<file path="config.mk">
export PLATFORM = sky130hd
export DESIGN_NAME = fifo_wptr_full
export DESIGN_NICKNAME = d
export VERILOG_FILES = /design/src/rtl/fifo_wptr_full_pkg.sv /design/src/rtl/fifo_gray2bin.sv /design/src/rtl/fifo_wptr_full.sv
export SDC_FILE = /design/constraint.sdc
export NUM_CORES = 1
export LEC_CHECK = 0
export CAP_MARGIN = 20
export CORE_MARGIN = 8
export CORE_UTILIZATION = 40
export CTS_BUF_LIST = sky130_fd_sc_hd__clkbuf_4
export DETAILED_ROUTE_END_ITERATION = 16
export GPL_TIMING_DRIVEN = 0
export PLACE_DENSITY = 0.71
export SLEW_MARGIN = 20
export SYNTH_ARGS = -nofsm -noshare
export SYNTH_HDL_FRONTEND = slang
export SYNTH_SLANG_ARGS = --single-unit
</file>
<file path="constraint.sdc">
create_clock -name wclk -period 4.65 [get_ports wclk]
set_input_delay 0.93 -clock wclk [delete_from_list [all_inputs] [get_ports wclk]]
set_output_delay 0.93 -clock wclk [all_outputs]
set_load 0.005 [all_outputs]
</file>
<file path="src/rtl/fifo_wptr_full_pkg.sv">
// rtl/fifo_wptr_full_pkg.sv - shared pointer helpers for the async FIFO write and read pointer blocks
package fifo_wptr_full_pkg;

  localparam int ADDR_DEFAULT = 3;

  function automatic int depth_of(input int addr);
    return 1 << addr;
  endfunction

  function automatic logic [31:0] bin2gray(input logic [31:0] b);
    return b ^ (b >> 1);
  endfunction

  // Prefix XOR from the MSB down; zero-extension above the pointer width is harmless.
  function automatic logic [31:0] gray2bin(input logic [31:0] g);
    logic [31:0] b;
    b = g;
    for (int i = 1; i < 32; i++) begin
      b = b ^ (g >> i);
    end
    return b;
  endfunction

  // Gray value the write pointer reaches when it is exactly one lap ahead of rptr.
  function automatic logic [31:0] full_pattern(input logic [31:0] rptr, input int addr);
    return rptr ^ (32'd3 << (addr - 1));
  endfunction

endpackage

</file>
<file path="src/rtl/fifo_gray2bin.sv">
// rtl/fifo_gray2bin.sv - combinational Gray-to-binary converter shared by both FIFO pointer blocks
module fifo_gray2bin
  import fifo_wptr_full_pkg::*;
#(
  parameter int W = 4
) (
  input  logic [W-1:0] gray,
  output logic [W-1:0] bin
);

  assign bin = W'(gray2bin(32'(gray)));

endmodule

</file>
<file path="src/rtl/fifo_wptr_full.sv">
// rtl/fifo_wptr_full.sv - write-domain pointer, full/almost-full, level and overflow generator
module fifo_wptr_full
  import fifo_wptr_full_pkg::*;
#(
  parameter int ADDR      = ADDR_DEFAULT,
  parameter int AF_MARGIN = 2
) (
  input  logic            wclk,
  input  logic            wrst,
  input  logic            winc,
  input  logic [ADDR:0]   wq2_rptr,
  input  logic            wovf_clr,
  output logic [ADDR-1:0] waddr,
  output logic            wclken,
  output logic [ADDR:0]   wptr,
  output logic            wfull,
  output logic            walmost_full,
  output logic [ADDR:0]   wlevel,
  output logic            woverflow
);

  localparam int PW    = ADDR + 1;
  localparam int DEPTH = depth_of(ADDR);
  localparam logic [ADDR:0] AF_THRESH = PW'(DEPTH - AF_MARGIN);

  logic [ADDR:0] wbin;
  logic [ADDR:0] wbin_next;
  logic [ADDR:0] wgray_next;
  logic [ADDR:0] rbin_s;
  logic [ADDR:0] level_next;
  logic [ADDR:0] full_pat;

  fifo_gray2bin #(.W(PW)) u_rptr_g2b (
    .gray (wq2_rptr),
    .bin  (rbin_s)
  );

  assign waddr      = wbin[ADDR-1:0];
  assign wclken     = winc & ~wfull;
  assign wbin_next  = wbin + {{ADDR{1'b0}}, wclken};
  assign wgray_next = PW'(bin2gray(32'(wbin_next)));
  assign full_pat   = PW'(full_pattern(32'(wq2_rptr), ADDR));
  // Modular subtraction absorbs wrap of either pointer.
  assign level_next = wbin_next - rbin_s;

  always_ff @(posedge wclk or posedge wrst) begin
    if (wrst) begin
      wbin         <= '0;
      wptr         <= '0;
      wfull        <= 1'b0;
      walmost_full <= 1'b0;
      wlevel       <= '0;
      woverflow    <= 1'b0;
    end else begin
      wbin         <= wbin_next;
      wptr         <= wgray_next;
      wfull        <= (wgray_next == full_pat);
      walmost_full <= (level_next >= AF_THRESH);
      wlevel       <= level_next;
      if (winc && wfull) begin
        woverflow <= 1'b1;
      end else if (wovf_clr) begin
        woverflow <= 1'b0;
      end
    end
  end

endmodule

</file>
* After elaboration in Yosys (flattened, before gate mapping)
Index checks and enable logic that the tools add are counted.
** Operators by class
- $add $sub $neg :: 2
- Multipliers :: 0
- Divide/modulo/power cells :: 0
- $lt $le $gt $ge :: 1
- Equal/unequal tests :: 1
- Shifts and indexed selects :: 0
- Muxes and demuxes :: 2
- Bitwise gates (word level) :: 7
- Reduce and logical (&&, ||, !) cells :: 2
** Operator list (count)
- bitwise XOR 4 x 3 -> 4 bit :: 2
- adder 4 x 1 -> 4 bit :: 1
- == test 4 bit :: 1
- greater-or-equal comparator 4 x 3 -> 1 bit (second input constant) :: 1
- subtractor 4 bit :: 1
- bitwise XOR 4 x 1 -> 4 bit :: 1
- bitwise XOR 4 x 2 -> 4 bit :: 1
- two-way mux 1 bit :: 2
- NOT 2 bit :: 1
- nonzero test 2 bit :: 1
- bitwise AND 1 bit :: 1
- logical AND 1 bit :: 1
- NOT 1 bit :: 1
** Storage, ports and cells
- Register bits :: 15
- Latch bits :: 0
- Memory bits (writable) :: 0
- Memory bits (read-only) :: 0
- Input bits :: 8
- Output and inout bits :: 15
- Logic and storage cells :: 21
- Memories kept :: 0

* Logic depth before layout (Yosys ltp)
Gate-level depths: netlist (run 1).
- Word-level depth :: 5
- Gate-level depth with buffers :: 8
- Mapped depth without buffers :: 8

* By module
Synthesis (run 1) repeated with hierarchy kept, for this count alone.
** Second synthesis, totals
- Cell total of the unflattened synthesis :: 57
- Area, all modules :: 705.7 µm²
** Modules (own cells, without submodules)
- fifo_wptr_full :: instances 1, cells each 52, area an instance 655.6 µm², sequential area each 350.3 µm²
- fifo_gray2bin :: instances 1, cells each 5, area an instance 50.0 µm², sequential area each 0.0 µm²

* Least setup slack after synthesis (run 1)
No wires, ideal clock.
- Path type :: input to register
- Start point :: in winc
- End point :: reg walmost_full
- Setup time :: 0.132 ns
- Data arrival time :: 2.567 ns
- Data required time :: 4.518 ns
- Slack :: 1.951 ns
- Stages on the path :: 8
- Buffers on the path :: 0
- Cells stage by stage :: nor2b_1 ha_1 ha_1 inv_1 fa_1 inv_1 a22oi_1 o211ai_1
** On the way
- Cells in the longest elaborated chain, start to end :: 4
** RTL lines
- from (decl) :: RTL line fifo_wptr_full.sv:10 : input logic winc,
- bitwise AND 1 bit :: RTL line fifo_wptr_full.sv:39 : assign wclken = winc & ~wfull;
- adder 4 x 1 -> 4 bit :: RTL line fifo_wptr_full.sv:40 : assign wbin_next = wbin + {{ADDR{1'b0}}, wclken};
- via wbin_next[1] :: RTL line fifo_wptr_full.sv:27 : logic [ADDR:0] wbin_next;
- subtractor 4 bit :: RTL line fifo_wptr_full.sv:44 : assign level_next = wbin_next - rbin_s;
- via level_next[1] :: RTL line fifo_wptr_full.sv:30 : logic [ADDR:0] level_next;
- greater-or-equal comparator 4 x 3 -> 1 bit :: RTL line fifo_wptr_full.sv:58 : walmost_full <= (level_next >= AF_THRESH);
- to (signal assigned) :: RTL line fifo_wptr_full.sv:58
- to (decl) :: RTL line fifo_wptr_full.sv:17 : output logic walmost_full,
The timed path passes the listed nets, and every way through them passes these cells.
A chain may end at the register's enable or synchronous reset.

* Worst setup path in the final report (run 1)
- Start point :: in winc
- End point :: out wclken
** On the way
- Cells in the longest elaborated chain, start to end :: 1
** RTL lines
- bitwise AND 1 bit :: RTL line fifo_wptr_full.sv:39
- to (decl) :: RTL line fifo_wptr_full.sv:14 : output logic wclken,
No other way between the ends.

==> results by group, run 1 <==
Outcome
  • Outcome: complete, no violations

Synth
  • Xor-xnor portion of the synthesized cell area: 20.8%
  • Register area share after synthesis: 49.4%
  • Post-Syn Instances: 60
  • Post-synth ARST share: 100%
  • Yosys cell types: 20
  • Synth Area in Adders: 11.6%
  • Compound-Gate Fraction of Synth Area: 8.99%
  • Largest family of logic cells by synthesized area: XOR/XNOR gates
  • Synth Net Count: 74
  • YS warnings: 0
  • Yosys top cell by area: dfrtp_1
  • Area contributors post-synth: dfrtp_1, xnor2_1, ha_1, xor2_1, inv_1
  • Synth Area in Simple Gates: 4.41%
  • EDFF count, synth: 0
  • Top cells by instance count after synthesis: dfrtp_1, inv_1, xnor2_1, xor2_1, ha_1
  • Yosys top cell area share: 49.4%
  • Post-synthesis mux area share: 0%
  • Top-count cell post-synth: dfrtp_1
  • Most used DFF post-synth: dfrtp_1
  • Avg Cell Area, Syn: 11.8 µm²
  • Synthesized flop and latch total: 14
  • Mapped cell area: 709 µm²

Cells and area
  • Area grow syn2layout: 37.2%
  • Final Net Count: 101
  • Layout cells sized above 1: 4.71%
  • Final instance area: 973 µm²
  • Layout fillers: 162
  • N_diodes: 0

STA
  • Setup_tns: 0 ns
  • Final setup vio count: 0
  • Period utilization: 66.0%
  • Clock Skew: 0.00204 ns
  • Slew margin rel.: 66.1%
  • Count of final hold-check violations: 0
  • Hold_ws: 0.513 ns
  • Fmax: 0.326 GHz
  • Pins Over Slew Limit: 0
  • Slew @ Worst Pin: 0.508 ns
  • RSZ-0062 raised after global routing: no
  • Clock period minus worst slack: 3.07 ns

Clocking
  • Clk_lat worst skew: 0.26 ns
  • Clock Tree Buf Depth: 2
  • Clk root buf: clkbuf_4
  • Clock slew seen by the registers of the worst setup and hold paths: 0.08 ns
  • Total CTS buffers: 3
  • Clock sinks: 14
  • CTS tree: built
  • Setup bufs post-CTS: 0
  • Hold-fix buffers at CTS: 0
  • H-tree lvl count: 1
  • Post_cts resized: 0

Global route
  • Met3 GRT Util: 2.21%
  • Met2 usage: 15.9%
  • Gr usage total: 9.06%
  • Antenna violations before repair: 0
  • Grt met1 use: 9.20%
  • First-pass GRT wire length: 2.38 mm
  • Largest net degree at the start of global routing: 15
  • Most Crowded Layer GR: met2
  • Vias in the first global route: 526
  • Total gr overflow: 0

Power and ir drop
  • P per Cell Area: 806 nW/µm²
  • Leak: 0.455 nW
  • Max VDD drop: 0.288 mV

Worst setup path
  • Reg2reg start: wfull
  • Crit start category: primary input
  • Crit Path Max Fanout: 2
  • Crit path launch: winc
  • Critical path class: primary input to primary output
  • CP required: 3.72 ns
  • Worst Path Arrival: 2.14 ns
  • Crit end category: primary output

Floorplan
  • Die ar.: 3380 µm²
  • Die Height: 58.1 µm
  • Chip width: 58.1 µm
  • IO Pins: 23
  • Core Region: 1690 µm²
  • Initial Util: 42.0%
  • Placement Rows: 15

Placed design
  • # port buffers: 22
  • DP HPWL: 1.11 mm
  • Gp weighted congestion: 0.816
  • Post-DP Area: 951 µm²

Detailed routing
  • Via/cell ratio: 4.78
  • Routed Antenna Nets: 0
  • Vias post-DR: 488
  • Pre-Repair DR Iteration Count: 4
  • Drt wl/cell: 13.2 µm
  • DRT iter0 DRCs: 6
  • Residual DRC: 0
  • Wirelength, routed: 1.35 mm

Worst hold path
  • Min-delay worst type: register to register
  • Min-delay src: wfull

Run
  • Max-Cap Viols: 0
## final timing paths
check | slack [ns] | cells past startpoint | endpoint
worst max register to register | 2.47 | 8 | walmost_full
worst max-delay path | 1.58 | 3 | wclken
worst min-delay path | 0.51 | 2 | woverflow
min in group asynchronous | 0.99 | 2 | wlevel[3]
worst min register to register | 0.51 | 2 | woverflow
max in group asynchronous | 3.32 | 2 | wbin[0]
## where the power goes
group / internal, mW / switching (mW)
Combinational: 0.268 / 0.228
Clock: 0.0299 / 0.0345
Sequential: 0.191 / 0.0328
Total: 0.489 / 0.295
## routing by layer
layer / share of wire (%) / routed length [µm]
met3: 5.3 / 71
met1: 44 / 589
met2: 49 / 658
met5: 0 / 0
met4: 2.3 / 31
## cell type report
cell class                      instances  area, µm²  share of cell area, %
Clock buffer                            3       22.5                   2.31
Timing Repair Buffer                   22        220                   22.6
Tap cell                               17       21.3                   2.19
Sequential cell                        14        350                   36.0
Multi-Input combinational cell         37        325                   33.4
Inverter                                9       33.8                   3.47
## layout by cell type, fill, tap and decap left out, drive strengths merged
| master | instances |
|---|---|
| a211o | 1 |
| a21boi | 1 |
| a21o | 1 |
| a21oi | 2 |
| a22oi | 1 |
| and3 | 1 |
| clkbuf | 3 |
| clkdlybuf4s50 | 22 |
| dfrtp | 14 |
| fa | 1 |
| ha | 5 |
| inv | 9 |
| nand2 | 1 |
| nand3 | 1 |
| nor2b | 1 |
| nor3 | 2 |
| o211a | 1 |
| o211ai | 1 |
| o21ai | 1 |
| xnor2 | 8 |
| xor2 | 8 |
## stage by stage
step	util (%)	power [mW]	setup WS [ns]	cells
after floorplan	-	0.535	1.95	60
after global placement	56.3	0.718	1.36	99
after detailed placement	56.3	0.730	1.36	99
after CTS	57.6	0.795	1.58	102
after global routing	57.6	0.863	1.50	102
final	57.6	0.785	1.58	102
## registers in the layout, summed over array words and instances (netlist names)
signal and count:
wbin 4, wlevel 4, walmost_full 1, wptr 3
woverflow 1, wfull 1
## critical path, cell delays in order
cell and delay [ns]:
clkdlybuf4s50_1 0.47, nor2b_1 0.20, clkdlybuf4s50_1 0.54
## cell families (layout without fill, tap and decap cells)
group	count (synthesis)	in the layout
xor+xnor	16	16
fa+ha+maj	6	6
simple gates	6	6
compound gates	9	9
buf+inv	9	34
flops	14	14
Power figures use the tool's default switching activity.
==> inputs of run 2 (changes only) <==
clock period = 2.9 ns   (was 4.65 ns; I/O delays follow)
==> results of run 2 <==
The final DEF is identical to that of run 1. Status: complete, no violations.
Main changes from that run: setup slack after placement 1.36 ns -> -0.0429 ns; setup slack after layout 1.58 ns -> 0.224 ns; start point of the critical path winc -> wq2_rptr[3]; end point of the critical path wclken -> walmost_full; register-to-register setup slack 2.47 ns -> 0.72 ns; total power 0.785 mW -> 1.26 mW; worst IR drop on VDD 0.288 mV -> 0.461 mV
==> inputs of run 3 (changes only) <==
CAP_MARGIN = 15   (was 20)
==> results of run 3 <==
The final DEF is identical to that of run 1. Status: complete, no violations.
Main changes from that run: setup slack after placement 1.36 ns -> -0.0429 ns; setup slack after layout 1.58 ns -> 0.224 ns; start point of the critical path winc -> wq2_rptr[3]; end point of the critical path wclken -> walmost_full; register-to-register setup slack 2.47 ns -> 0.72 ns; total power 0.785 mW -> 1.26 mW; worst IR drop on VDD 0.288 mV -> 0.461 mV
